==> config.mk <==
export PLATFORM = sky130hd
export DESIGN_NAME = packet_rr_scheduler
export DESIGN_NICKNAME = d
export VERILOG_FILES = /design/src/rtl/axis_pkg.sv /design/src/rtl/router_sched_pkg.sv /design/src/rtl/rr_priority_picker.sv /design/src/rtl/packet_rr_scheduler.sv
export SDC_FILE = /design/constraint.sdc
export NUM_CORES = 1
export LEC_CHECK = 0
export ABC_CLOCK_PERIOD_IN_PS = 5580
export CAP_MARGIN = 15
export CORE_ASPECT_RATIO = 0.7
export CORE_MARGIN = 8
export CORE_UTILIZATION = 39
export DETAILED_ROUTE_END_ITERATION = 8
export GPL_TIMING_DRIVEN = 0
export PLACE_DENSITY = 0.95
export SLEW_MARGIN = 20
export SYNTH_ARGS = -nofsm -noshare
export SYNTH_HDL_FRONTEND = slang
export SYNTH_HIERARCHICAL = 1
export SYNTH_SLANG_ARGS = --single-unit
==> constraint.sdc <==
create_clock -name clk_i -period 5.58 [get_ports clk_i]
set_input_delay 1.116 -clock clk_i [delete_from_list [all_inputs] [get_ports clk_i]]
set_output_delay 1.116 -clock clk_i [all_outputs]
set_load 0.05 [all_outputs]
==> src/rtl/axis_pkg.sv <==
// ============================================================================
// Module      : axis_pkg
// Description : Shared AXI-Stream forward (mosi) and backward (miso) channel types.
// Revision    : 1.0 - initial release
// ============================================================================
`default_nettype none

package axis_pkg;

    localparam int AXIS_DATA_W = 32;

    typedef struct packed {
        logic                   tvalid;
        logic [AXIS_DATA_W-1:0] tdata;
        logic                   tlast;
    } axis_mosi_t;

    typedef struct packed {
        logic tready;
    } axis_miso_t;

endpackage

`default_nettype wire

==> src/rtl/router_sched_pkg.sv <==
// ============================================================================
// Module      : router_sched_pkg
// Description : Scheduler state encoding and the round-robin pick function.
// Revision    : 1.0 - initial release
// ============================================================================
`default_nettype none

package router_sched_pkg;

    localparam int unsigned RR_MAX_CH = 32;
    localparam int unsigned RR_IDX_W  = 5;

    typedef enum logic [0:0] {
        IDLE   = 1'b0,
        LOCKED = 1'b1
    } sched_state_e;

    // First set bit of req searching ptr+1, ptr+2, ... modulo ch; 0 when none.
    function automatic int unsigned rr_next(input logic [RR_MAX_CH-1:0] req,
                                            input int unsigned          ptr,
                                            input int unsigned          ch);
        int unsigned idx;
        int unsigned pick;
        logic        found;
        pick  = 0;
        found = 1'b0;
        for (int unsigned off = 1; off <= RR_MAX_CH; off++) begin
            if (off <= ch && !found) begin
                idx = ptr + off;
                if (idx >= ch) idx = idx - ch;
                if (req[idx[RR_IDX_W-1:0]]) begin
                    pick  = idx;
                    found = 1'b1;
                end
            end
        end
        return pick;
    endfunction

endpackage

`default_nettype wire

==> src/rtl/rr_priority_picker.sv <==
// ============================================================================
// Module      : rr_priority_picker
// Description : Combinational round-robin picker starting after ptr_i.
// Revision    : 1.0 - initial release
// ============================================================================
`default_nettype none

module rr_priority_picker
    import router_sched_pkg::*;
#(
    parameter int CHANNEL_NUMBER = 5,
    localparam int CH_W          = $clog2(CHANNEL_NUMBER)
) (
    input  logic [CHANNEL_NUMBER-1:0] req_i,
    input  logic [CH_W-1:0]           ptr_i,
    output logic [CH_W-1:0]           idx_o,
    output logic                      any_o
);

    assign any_o = |req_i;
    assign idx_o = CH_W'(rr_next(RR_MAX_CH'(req_i), 32'(ptr_i), CHANNEL_NUMBER));

endmodule

`default_nettype wire

==> src/rtl/packet_rr_scheduler.sv <==
// ============================================================================
// Module      : packet_rr_scheduler
// Description : Packet-granular round-robin AXI-Stream scheduler; the optional
//               stall watchdog is built when ARB_WATCHDOG_EN is defined.
// Revision    : 1.0 - initial release
// ============================================================================
`default_nettype none

module packet_rr_scheduler
    import axis_pkg::*;
    import router_sched_pkg::*;
#(
    parameter int DATA_WIDTH     = 32,
    parameter int CHANNEL_NUMBER = 5,
    parameter int TIMEOUT_CYCLES = 256,
    localparam int CH_W          = $clog2(CHANNEL_NUMBER)
) (
    input  logic       clk_i,
    input  logic       rst_n_i,
    input  axis_mosi_t in_mosi_i [CHANNEL_NUMBER],
    output axis_miso_t in_miso_o [CHANNEL_NUMBER],
    output axis_mosi_t out_mosi_o,
    input  axis_miso_t out_miso_i,
    output logic [CH_W-1:0] grant_o,
    output logic       busy_o,
    output logic       wd_err_o
);

    sched_state_e              state_q, state_d;
    logic [CH_W-1:0]           grant_q, grant_d;
    logic [CH_W-1:0]           ptr_q, ptr_d;
    logic [CHANNEL_NUMBER-1:0] req;
    logic [CH_W-1:0]           pick_idx;
    logic                      pick_any;
    axis_mosi_t                sel;
    logic                      sel_fire;

    for (genvar i = 0; i < CHANNEL_NUMBER; i++) begin : g_req
        assign req[i] = in_mosi_i[i].tvalid;
    end

    rr_priority_picker #(
        .CHANNEL_NUMBER(CHANNEL_NUMBER)
    ) u_picker (
        .req_i (req),
        .ptr_i (ptr_q),
        .idx_o (pick_idx),
        .any_o (pick_any)
    );

    assign sel      = in_mosi_i[grant_q];
    assign sel_fire = sel.tvalid && out_miso_i.tready;

    always_comb begin
        state_d = state_q;
        grant_d = grant_q;
        ptr_d   = ptr_q;
        case (state_q)
            IDLE: begin
                if (pick_any) begin
                    grant_d = pick_idx;
                    state_d = LOCKED;
                end
            end
            LOCKED: begin
                if (sel_fire && sel.tlast) begin
                    ptr_d   = grant_q;
                    state_d = IDLE;
                end
            end
            default: state_d = IDLE;
        endcase
    end

    // Reset ptr to the last channel so the first search starts at channel 0.
    always_ff @(posedge clk_i or negedge rst_n_i) begin
        if (!rst_n_i) begin
            state_q <= IDLE;
            grant_q <= '0;
            ptr_q   <= CH_W'(CHANNEL_NUMBER - 1);
        end else begin
            state_q <= state_d;
            grant_q <= grant_d;
            ptr_q   <= ptr_d;
        end
    end

    always_comb begin
        out_mosi_o = '0;
        if (state_q == LOCKED) begin
            out_mosi_o.tvalid                = sel.tvalid;
            out_mosi_o.tlast                 = sel.tlast;
            out_mosi_o.tdata[DATA_WIDTH-1:0] = sel.tdata[DATA_WIDTH-1:0];
        end
    end

    for (genvar i = 0; i < CHANNEL_NUMBER; i++) begin : g_tready
        assign in_miso_o[i].tready = (state_q == LOCKED) && (grant_q == CH_W'(i))
                                     && out_miso_i.tready;
    end

    assign grant_o = grant_q;
    assign busy_o  = (state_q == LOCKED);

`ifdef ARB_WATCHDOG_EN
    localparam int WD_W = $clog2(TIMEOUT_CYCLES) + 1;
    localparam logic [WD_W-1:0] WD_LIMIT = WD_W'(TIMEOUT_CYCLES - 1);

    logic [WD_W-1:0] stall_q, stall_d;
    logic            wd_err_q, wd_err_d;

    // The lock is never broken here; the error is only reported.
    always_comb begin
        stall_d  = stall_q;
        wd_err_d = wd_err_q;
        if (state_q == IDLE) begin
            if (state_d == LOCKED) stall_d = '0;
        end else if (sel_fire) begin
            stall_d = '0;
        end else if (!sel.tvalid && stall_q != WD_LIMIT) begin
            stall_d = stall_q + 1'b1;
        end
        if (stall_d == WD_LIMIT) wd_err_d = 1'b1;
    end

    always_ff @(posedge clk_i or negedge rst_n_i) begin
        if (!rst_n_i) begin
            stall_q  <= '0;
            wd_err_q <= 1'b0;
        end else begin
            stall_q  <= stall_d;
            wd_err_q <= wd_err_d;
        end
    end

    assign wd_err_o = wd_err_q;
`else
    assign wd_err_o = 1'b0;
`endif

endmodule

`default_nettype wire

Yosys cells after proc, flatten, opt, wreduce, memory -nomap -nowiden
Cells that the tools add are included.
{"block": "totals", "out_inout_bits": 44, "reg_bits": 7}
{"block": "op_classes", "mux": 42, "eq_ne": 4, "reduce_logical": 16, "order_cmp": 11, "bitwise": 2, "add_sub_neg": 10}
{"cell": "$ge A32 B3 Y1 const B", "n": 5}
{"cell": "$bmux W34 S3", "n": 1}
{"cell": "$mux W34", "n": 3}
{"cell": "$mux W5", "n": 9}
{"cell": "$lt A5 B6 Y1 const B", "n": 5}
{"cell": "$mux W3", "n": 9}
{"cell": "$bmux W1 S5", "n": 5}
{"cell": "$sub A4 B3 Y5 const B", "n": 5}
{"cell": "$mux W1", "n": 14}
{"cell": "$logic_and A1 B1 Y1", "n": 12}
{"cell": "$add A3 B2 Y4 const B", "n": 2}
{"cell": "$add A3 B3 Y4 const B", "n": 2}
{"cell": "$eq A3 B2 Y1 const B", "n": 2}
{"cell": "$reduce_or A5 Y1", "n": 1}
{"cell": "$add A3 B1 Y4 const B", "n": 1}
{"cell": "$ge A4 B4 Y1 const B", "n": 1}
{"cell": "$not A3 Y4", "n": 1}
{"cell": "$reduce_and A2 Y1", "n": 2}
{"cell": "$eq A3 B1 Y1 const B", "n": 1}
{"cell": "$eq A3 B3 Y1 const B", "n": 1}
{"cell": "$logic_not A3 Y1", "n": 1}
{"cell": "$pmux W1 S2", "n": 1}
{"cell": "$not A1 Y1", "n": 1}

Logic depth before layout (Yosys ltp)
Gate-level depths: netlist of the first run.
{"block": "depth", "depth_word": 26, "depth_mapped": 15, "depth_no_buf": 12}

By module
Netlist of the first run, hierarchy kept.
{"mod": "packet_rr_scheduler", "instances": 1, "cells_each": 127, "area_each_um2": 1614.0}
{"mod": "rr_priority_picker", "instances": 1, "cells_each": 196, "area_each_um2": 1366.3}

Least setup slack after synthesis of the first run
OpenSTA, ideal clock, no wires.
{"block": "synth_path", "path_kind": "register to output", "startpoint": "register grant_q[1] (netlist: grant_o[1])", "endpoint": "output port in_miso_o[2] (netlist name)", "arrival_time_ps": 2465, "slack_ps": 1999, "path_buffers": 3, "path_stages_with_launch": 5, "path_cell_list": "dfrtp_1 -> buf_2 -> buf_2 -> buf_2 -> nor3b_1"}
{"item": "start, declared", "line": "packet_rr_scheduler.sv:30", "text": "logic [CH_W-1:0] grant_q, grant_d;"}
{"item": "start signal, assigned", "line": "packet_rr_scheduler.sv:83", "text": "grant_q <= grant_d;"}
{"item": "end, declared", "line": "packet_rr_scheduler.sv:21", "text": "output axis_miso_t in_miso_o [CHANNEL_NUMBER],"}

==> summary.md, run 1 <==
| Metric | Value |
|---|---|
| CTS sink cnt | `7` |
| Site Rows | `26` |
| Vias per inst | `between 6 and 7` |
| Postcts setup bufs | `0` |
| Final Hold Viols | `0` |
| Async SR Flop Fraction | `100.0%` |
| Critical Path End Type | `output port` |
| Largest family of logic cells by synthesized area | `multiplexers` |
| Top_reg_cell synth | `dfrtp_1` |
| Fin Setup TNS | `0 ns` |
| Initial detailed-routing violation count | `approximately 420` |
| R2R depth | `13` |
| Gate count of the mapped netlist | `323` |
| CTS max path bufs | `2` |
| Max IR drop VDD | `0.0004457 V` |
| DIE AREA | `10740 µm²` |
| Yosys warnings | `6` |
| Die height | `approximately 89 µm` |
| Worst Setup SP | `in_mosi_i[101]` |
| Crit Path Max Fanout | `9` |
| Critical path's top delay family | `buffers and inverters` |
| First-pass GRT wire length | `23700 µm` |
| Layout cell share with drive strength beyond 1 | `between 10% and 20%` |
| Syn Area/Cell | `9.227 µm²` |
| Synthesized flop and latch total | `7` |
| Netlist Area Pre-Place | `2980 µm²` |
| CP arrival | `between 3 and 4 ns` |
| Leakage power | `slightly above 2 nW` |
| Internal Power | `0.001605 W` |
| Setup violators final | `0` |
| Max_cap viols | `0` |
| Initial Utilization | `40.54%` |
| Gate power share | `94.7%` |
| Synth Area in XOR/XNOR | `under 10%` |
| Worst path cell trace | `clkdlybuf4s50_1, mux2_4, a32o_2, or2_2, clkdlybuf4s50_1` |
| Pre-CTS setup slack | `between 1 and 1.5 ns` |
| Sequential element share of the synthesized area | `5.919%` |
| Sw power | `0.002239 W` |
| CP dominant cell by count | `clkdlybuf4s50_1` |
| FMAX | `0.2201 GHz` |
| Clk_lat worst skew | `approximately 0.23 ns` |
| Total track usage | `28.58%` |
| Cts hold-fix bufs | `0` |
| Drt drc | `0` |
| Pin count of the biggest net entering global routing | `14` |
| TritonCTS clock tree | `built` |
| PostCTS Resize Cnt | `0` |
| R2r startpoint | `ptr_q[0]` |
| CTS Buf Count | `3` |
| Sequential power share | `3.5%` |
| Hold Path Origin | `busy_o` |
| Core area | `7352 µm²` |
| Mux cell area share after synthesis | `30.86%` |
| Fin. max-slew vios | `0` |
| Wire length per cell | `26.24 µm` |
| Hold crit path type | `reg2reg` |
| Post-synth EDFFs | `0` |
| First drt pass iteration count | `5` |
| HPWL after DPL | `14230 µm` |
| Critical path's largest stage delay | `0.71 ns` |
| Synth unique cells | `77` |
| Tightest Pin Transition | `0.6529 ns` |
| DRT antenna net count | `0` |
| Post-Synth Simple-Gate Area | `between 15 and 20%` |
| RSZ-0062 raised after global routing | `no` |
| Slew headroom | `56.47%` |
| Crit start category | `input port` |
| Worst setup margin | `1.037 ns` |
| WHS Path Cells | `1` |
| Final Cycle Share | `81.42%` |
| I/O Buffers | `215` |
| Clock power share | `1.9%` |
| Die W | `120.5 µm` |
| H-tree level count | `1` |
| Synth Area in Compound Gates | `29.93%` |
| Syn nets | `between 500 and 600` |
| Vias in the first global route | `4008` |
| Clock slew at reported path FFs | `approximately 0.04 ns` |
| Min Tclk post-route | `~4.5 ns` |
| Sw Share | `58.25%` |
| Worst Skew | `about 0.0016 ns` |
| Outcome | `complete, no violations` |
| Instance count on the critical path | `5` |
| Initial antenna violation count | `1` |
| Via count | `4027` |
| Gp weighted congestion | `1.033` |
| Total Wirelength | `between 15000 and 20000 µm` |
| Slowest CP cell | `clkdlybuf4s50_1` |
| PwrDens | `725.0 nW/µm²` |
| Nets | `730` |
| Gr ovfl total | `0` |
| Layout area overhead | `77.92%` |
| Worst path bufs/invs | `2` |
| Io pins | `about 220` |
| Synth Area in Adders | `under 10%` |
| Kind of critical path | `in2out` |
| Clock root buffer | `clkbuf_8` |
| Required time worst endpoint | `4.46 ns` |
[cells in the mapped netlist, drive strengths merged (3+ instances only)]
cell / number / area share, %
xnor2: 4 / 1.4
a21o: 3 / 0.80
nor2b: 12 / 2.5
dfrtp: 6 / 5.0
mux2i: 6 / 2.0
mux2: 8 / 3.1
a211oi: 5 / 1.4
and4b: 3 / 1.1
nand2b: 6 / 1.3
a21oi: 15 / 2.5
nand2: 19 / 2.4
o22ai: 5 / 1.0
nor3b: 6 / 1.5
o21ai: 16 / 2.7
a221o: 3 / 1.0
a22o: 33 / 9.7
nor2: 14 / 1.8
inv: 13 / 1.6
mux4: 34 / 26
o211ai: 3 / 0.76
o311ai: 4 / 1.2
and2: 4 / 0.84
nor3: 5 / 0.84
clkbuf: 9 / 1.1
nand3: 7 / 1.2
buf: 23 / 4.8
ha: 13 / 5.5
[area by class of cell]
type / instances / area (µm²)
Antenna cell: 1 / 2.502
Clock buffer: 4 / 45.04
Inverter: 13 / 48.80
Buffer: 32 / 177.7
Fill cell: 544 / 2049
Tap cell: 98 / 122.6
Timing Repair Buffer: 215 / 2152
Multi-Input combinational cell: 271 / 2577
Sequential cell: 7 / 176.4
[metrics by stage]
| step | utilization, % | instance area [µm²] | std cells | hold slack (ns) | power, W |
|---|---|---|---|---|---|
| after global routing | 72.12 | 5303 | 641 | 0.7076 | 0.004016 |
| after floorplan | - | 2980 | 323 | 0.6624 | 0.002680 |
| after detailed placement | 71.48 | 5255 | 636 | 0.6327 | 0.003680 |
| after CTS | 72.09 | 5300 | 640 | 0.6638 | 0.003766 |
| final | 72.12 | 5303 | 641 | 0.6902 | 0.003844 |
| after global placement | 71.48 | 5255 | 636 | 0.6063 | 0.003617 |
[final timing paths]
check / slack, ns / endpoint
min in group asynchronous: 1.15 / ptr_q[0]
worst min-delay path: 0.69 / busy_o
worst max-delay path: 1.04 / out_mosi_o[33]
max in group asynchronous: 4.14 / ptr_q[2]
worst min register to register: 0.69 / busy_o
worst max register to register: 1.45 / grant_o[0]
[flip-flops by register name (all words and copies together) (netlist names)]
signal and cells:
busy_o 1, grant_o 3, ptr_q 3
[worst reg2reg max path, delay by kind of cell, from the launching register on]
kind | cells | cell delay, ns
adder cells (fa/ha/maj) | 1 | 0.31
AND/OR/NAND/NOR | 3 | 0.73
AO/OA/AOI/OAI | 3 | 0.87
flip-flops | 1 | 0.60
buffers and inverters | 5 | 1.22
multiplexers | 1 | 0.28
[power by group through the flow]
stage                     logic, W  registers, W  clock network, W
after global placement     0.00349      0.000131                 0
final                      0.00364      0.000134         0.0000719
after global routing       0.00380      0.000137         0.0000766
after CTS                  0.00356      0.000131         0.0000726
after detailed placement   0.00355      0.000132                 0
after floorplan            0.00253      0.000154                 0
[cells in the final DEF, fill, tap and decap left out, types with 3 or more instances in the layout]
cell and n:
nor3_1 5, inv_1 12, mux2_1 3, nand2b_1 6, clkbuf_8 3, o21ai_1 5, a22o_1 33, clkdlybuf4s50_1 215
o21ai_0 11, o211ai_1 3, mux2_2 4, nand3_1 7, o311ai_0 3, o22ai_1 5, nor2_1 14, buf_6 4
xnor2_1 3, ha_1 13, and2_1 4, clkbuf_1 10, a221o_1 3, nand2_1 19, mux2i_1 6, mux4_2 34
a21oi_1 15, dfrtp_1 6, a211oi_1 4, buf_2 16, nor3b_1 6, nor2b_1 12
[kinds of logic after synthesis]
kind of cell,count (synthesis)
AO/OA/AOI/OAI,113
XOR/XNOR,5
multiplexers,48
flip-flops,7
other,1
AND/OR/NAND/NOR,90
buffers and inverters,45
adder cells (fa/ha/maj),14
[per-layer routing]
metal	up-vias	wire, µm	GRT usage (%)
met5	-	0	0
met4	0	945	15.58
met3	57	1808	7.760
met2	310	7987	47.56
met1	1909	6080	33.35
li1	1751	-	-
(Power assumes the default switching activity.)
==> run 2, diff against run 1 <==
--- a/config.mk
+++ b/config.mk
@@ -5,14 +5,14 @@
 export SDC_FILE = /design/constraint.sdc
 export NUM_CORES = 1
 export LEC_CHECK = 0
-export ABC_CLOCK_PERIOD_IN_PS = 5580
+export ABC_CLOCK_PERIOD_IN_PS = 4400
 export CAP_MARGIN = 15
 export CORE_ASPECT_RATIO = 0.7
 export CORE_MARGIN = 8
-export CORE_UTILIZATION = 39
+export CORE_UTILIZATION = 36
 export DETAILED_ROUTE_END_ITERATION = 8
 export GPL_TIMING_DRIVEN = 0
-export PLACE_DENSITY = 0.95
+export PLACE_DENSITY = 0.89
 export SLEW_MARGIN = 20
 export SYNTH_ARGS = -nofsm -noshare
 export SYNTH_HDL_FRONTEND = slang
==> constraint.sdc (replaced) <==
create_clock -name clk_i -period 4.4 [get_ports clk_i]
set_input_delay 0.88 -clock clk_i [delete_from_list [all_inputs] [get_ports clk_i]]
set_output_delay 0.88 -clock clk_i [all_outputs]
set_load 0.05 [all_outputs]
==> run 2 against run 1 <==
Clock skew grew 0.0019 ns. Via count is 3.8% lower. Flip-flop and latch count is the same. Combinational power increased by 27%. Cell count up 0.16%. Global-route usage decreased by 1.2 points. Critical endpoint unchanged.
==> summary.md, run 2 (synthesis gave the netlist of run 1 again) <==
| Metric | Value |
|---|---|
| DIE AREA | `11490 µm² (+7.0%)` |
| Ant. Diodes | `0 (-1)` |
| First drt pass iteration count | `5 (unchanged)` |
| Setup violators final | `0 (unchanged)` |
| Crit start category | `input port` |
| Hold crit path type | `reg2reg` |
| Most common cell after layout, fill and taps aside | `clkdlybuf4s50_1` |
| Layout cell share with drive strength beyond 1 | `14.79% (+0.21 points)` |
| Initial Utilization | `37.54% (-3.0 points)` |
| Critical path's top delay family | `buffers and inverters` |
| Max IR drop VDD | `0.0007177 V (+61%)` |
| Worst path bufs/invs | `2 (unchanged)` |
| Max_cap viols | `0 (unchanged)` |
| CTS sink cnt | `7 (unchanged)` |
| H-tree level count | `1 (unchanged)` |
| CP arrival | `3.17 ns (-0.26 ns)` |
| Commonest cells after routing, fill and taps aside | `clkdlybuf4s50_1 (215), mux4_2 (34), a22o_1 (33)` |
| FMAX | `0.2468 GHz` |
| Final Cycle Share | `92.07%` |
| Io pins | `217 (unchanged)` |
| Fin. max-slew vios | `0 (unchanged)` |
| Internal Power | `0.002089 W (+30%)` |
| Total power | `0.004943 W (+29%)` |
| Clock slew at reported path FFs | `0.04 ns (about the same)` |
| DRT antenna net count | `0 (unchanged)` |
| Critical Path End Type | `output port` |
| Pin count of the biggest net entering global routing | `14 (unchanged)` |
| Slowest CP cell | `clkdlybuf4s50_1` |
| Nets | `729 (-0.14%)` |
| Total Wirelength | `16980 µm (+0.92%)` |
| Vias in the first global route | `4027 (+0.47%)` |
| Outcome | `complete, no violations` |
| Kind of critical path | `in2out` |
| Via count | `3874 (-3.8%)` |
| Cts hold-fix bufs | `0 (unchanged)` |
| Wire length per cell | `26.44 µm (+0.76%)` |
| Sw power | `0.002855 W (+27%)` |
| Initial antenna violation count | `0 (-1)` |
| Fin Setup TNS | `0 ns (unchanged)` |
| Gp weighted congestion | `1.063 (+2.9%)` |
| Worst path cell trace | `clkdlybuf4s50_1, mux2_4, a32o_2, or2_2, clkdlybuf4s50_1` |
| I/O Buffers | `215 (unchanged)` |
| HPWL after DPL | `14680 µm (+3.1%)` |
| Worst Skew | `0.003444 ns (+0.001868 ns)` |
| Clock power share | `3.2% (+1.3 points)` |
| Gr ovfl total | `0 (unchanged)` |
| Required time worst endpoint | `3.52 ns (-0.94 ns)` |
| Clk_lat worst skew | `0.23 ns (about the same)` |
| CTS Buf Count | `3 (unchanged)` |
| Die W | `124.8 µm (+3.5%)` |
| Crit Path Max Fanout | `9 (unchanged)` |
| Critical path's largest stage delay | `0.72 ns (about the same)` |
| Tightest Pin Transition | `0.7312 ns (+0.07828 ns)` |
| Pre-CTS setup slack | `0.3597 ns (-0.7140 ns)` |
| Gate power share | `93.4% (-1.3 points)` |
| Final Hold Viols | `0 (unchanged)` |
| Slew headroom | `50.63% (-5.8 points)` |
| CTS max path bufs | `2 (unchanged)` |
| Initial detailed-routing violation count | `425 (+2.2%)` |
| Worst setup margin | `0.3487 ns (-0.6880 ns)` |
| CP dominant cell by count | `clkdlybuf4s50_1` |
| Drt drc | `0 (unchanged)` |
| First-pass GRT wire length | `24750 µm (+4.4%)` |
| PostCTS Resize Cnt | `0 (unchanged)` |
| TritonCTS clock tree | `built` |
| Layout area overhead | `79.01%` |
| Sw Share | `57.75% (-0.49 points)` |
| Core area | `7939 µm² (+8.0%)` |
| Fillers | `621 (+14%)` |
| Die height | `92.13 µm (+3.3%)` |
| Worst hold slack | `0.6460 ns (-0.04418 ns)` |
| Multi-input gate area | `2577 µm² (unchanged)` |
| Total track usage | `27.41% (-1.2 points)` |
| Sequential Area | `176.4 µm² (unchanged)` |
| Site Rows | `27 (+3.8%)` |
| Vias per inst | `6.034 (-3.9%)` |
| Leakage power | `2.056 nW (+0.83%)` |
| Sequential power share | `3.4% (about the same)` |
| Clock root buffer | `clkbuf_16` |
| RSZ-0062 raised after global routing | `no` |
| Min Tclk post-route | `4.051 ns` |
| PwrDens | `926.6 nW/µm² (+28%)` |
==> run 2: path summary, 6_finish.rpt <==
kind                           startpoint              to  slack (ns)  depth (start not counted)
setup / recovery           in_mosi_i[101]  out_mosi_o[33]        0.35                          5
hold / removal                     busy_o          busy_o        0.65                          1
setup reg to reg                 ptr_q[0]      grant_o[0]        0.42                         14
hold reg to reg                    busy_o          busy_o        0.65                          1
max in group asynchronous         rst_n_i        ptr_q[2]        3.20                          1
min in group asynchronous         rst_n_i      grant_o[1]        0.91                          1
==> run 2: worst reg2reg max path, delay by kind of cell, from the launching register on <==
kind	cells	cell delay (ns)
AOI/OAI and AO/OA	4	0.90
DFF	1	0.61
muxes	1	0.30
adders and majority gates	1	0.31
and+or+nand+nor	3	0.73
buffers and inverters	5	1.01
==> run 2: power groups by stage <==
stage	logic [W]	registers [W]	clock network [W]
2_1_floorplan	0.00320	0.000196	0
3_3_place_gp	0.00447	0.000166	0
3_5_place_dp	0.00453	0.000169	0
4_1_cts	0.00455	0.000168	0.000157
5_1_grt	0.00486	0.000176	0.000168
6_report	0.00462	0.000168	0.000157
==> run 2: stage by stage <==
stage	instance area (µm²)	std cells	util [%]
3_5_place_dp	5259	639	66.24
4_1_cts	5339	643	67.25
5_1_grt	5335	642	67.20
3_3_place_gp	5259	639	66.24
2_1_floorplan	2980	323	-
6_report	5335	642	67.20
==> run 2: per-layer routing <==
| metal | GRT usage [%] | share of wire [%] |
|---|---|---|
| met1 | 32.85 | 38 |
| met3 | 5.348 | 7.9 |
| met2 | 48.38 | 50 |
| met4 | 9.091 | 3.4 |
| met5 | 0 | 0 |
==> run 2: final cells by class <==
type	instances	area share, %
inverter	13	0.9146
buffer	31	3.260
sequential	7	3.307
clock buffer	3	1.407
tap	101	2.369
clock inverter	1	0.09381
timing repair buffer	215	40.34
multi-input combinational	271	48.31
==> run 2: what timing repair did <==
action	4_1_cts	5_1_grt
buffers inserted	0	0
hold endpoints to repair	0	0
endpoints found under the setup margin	0	1
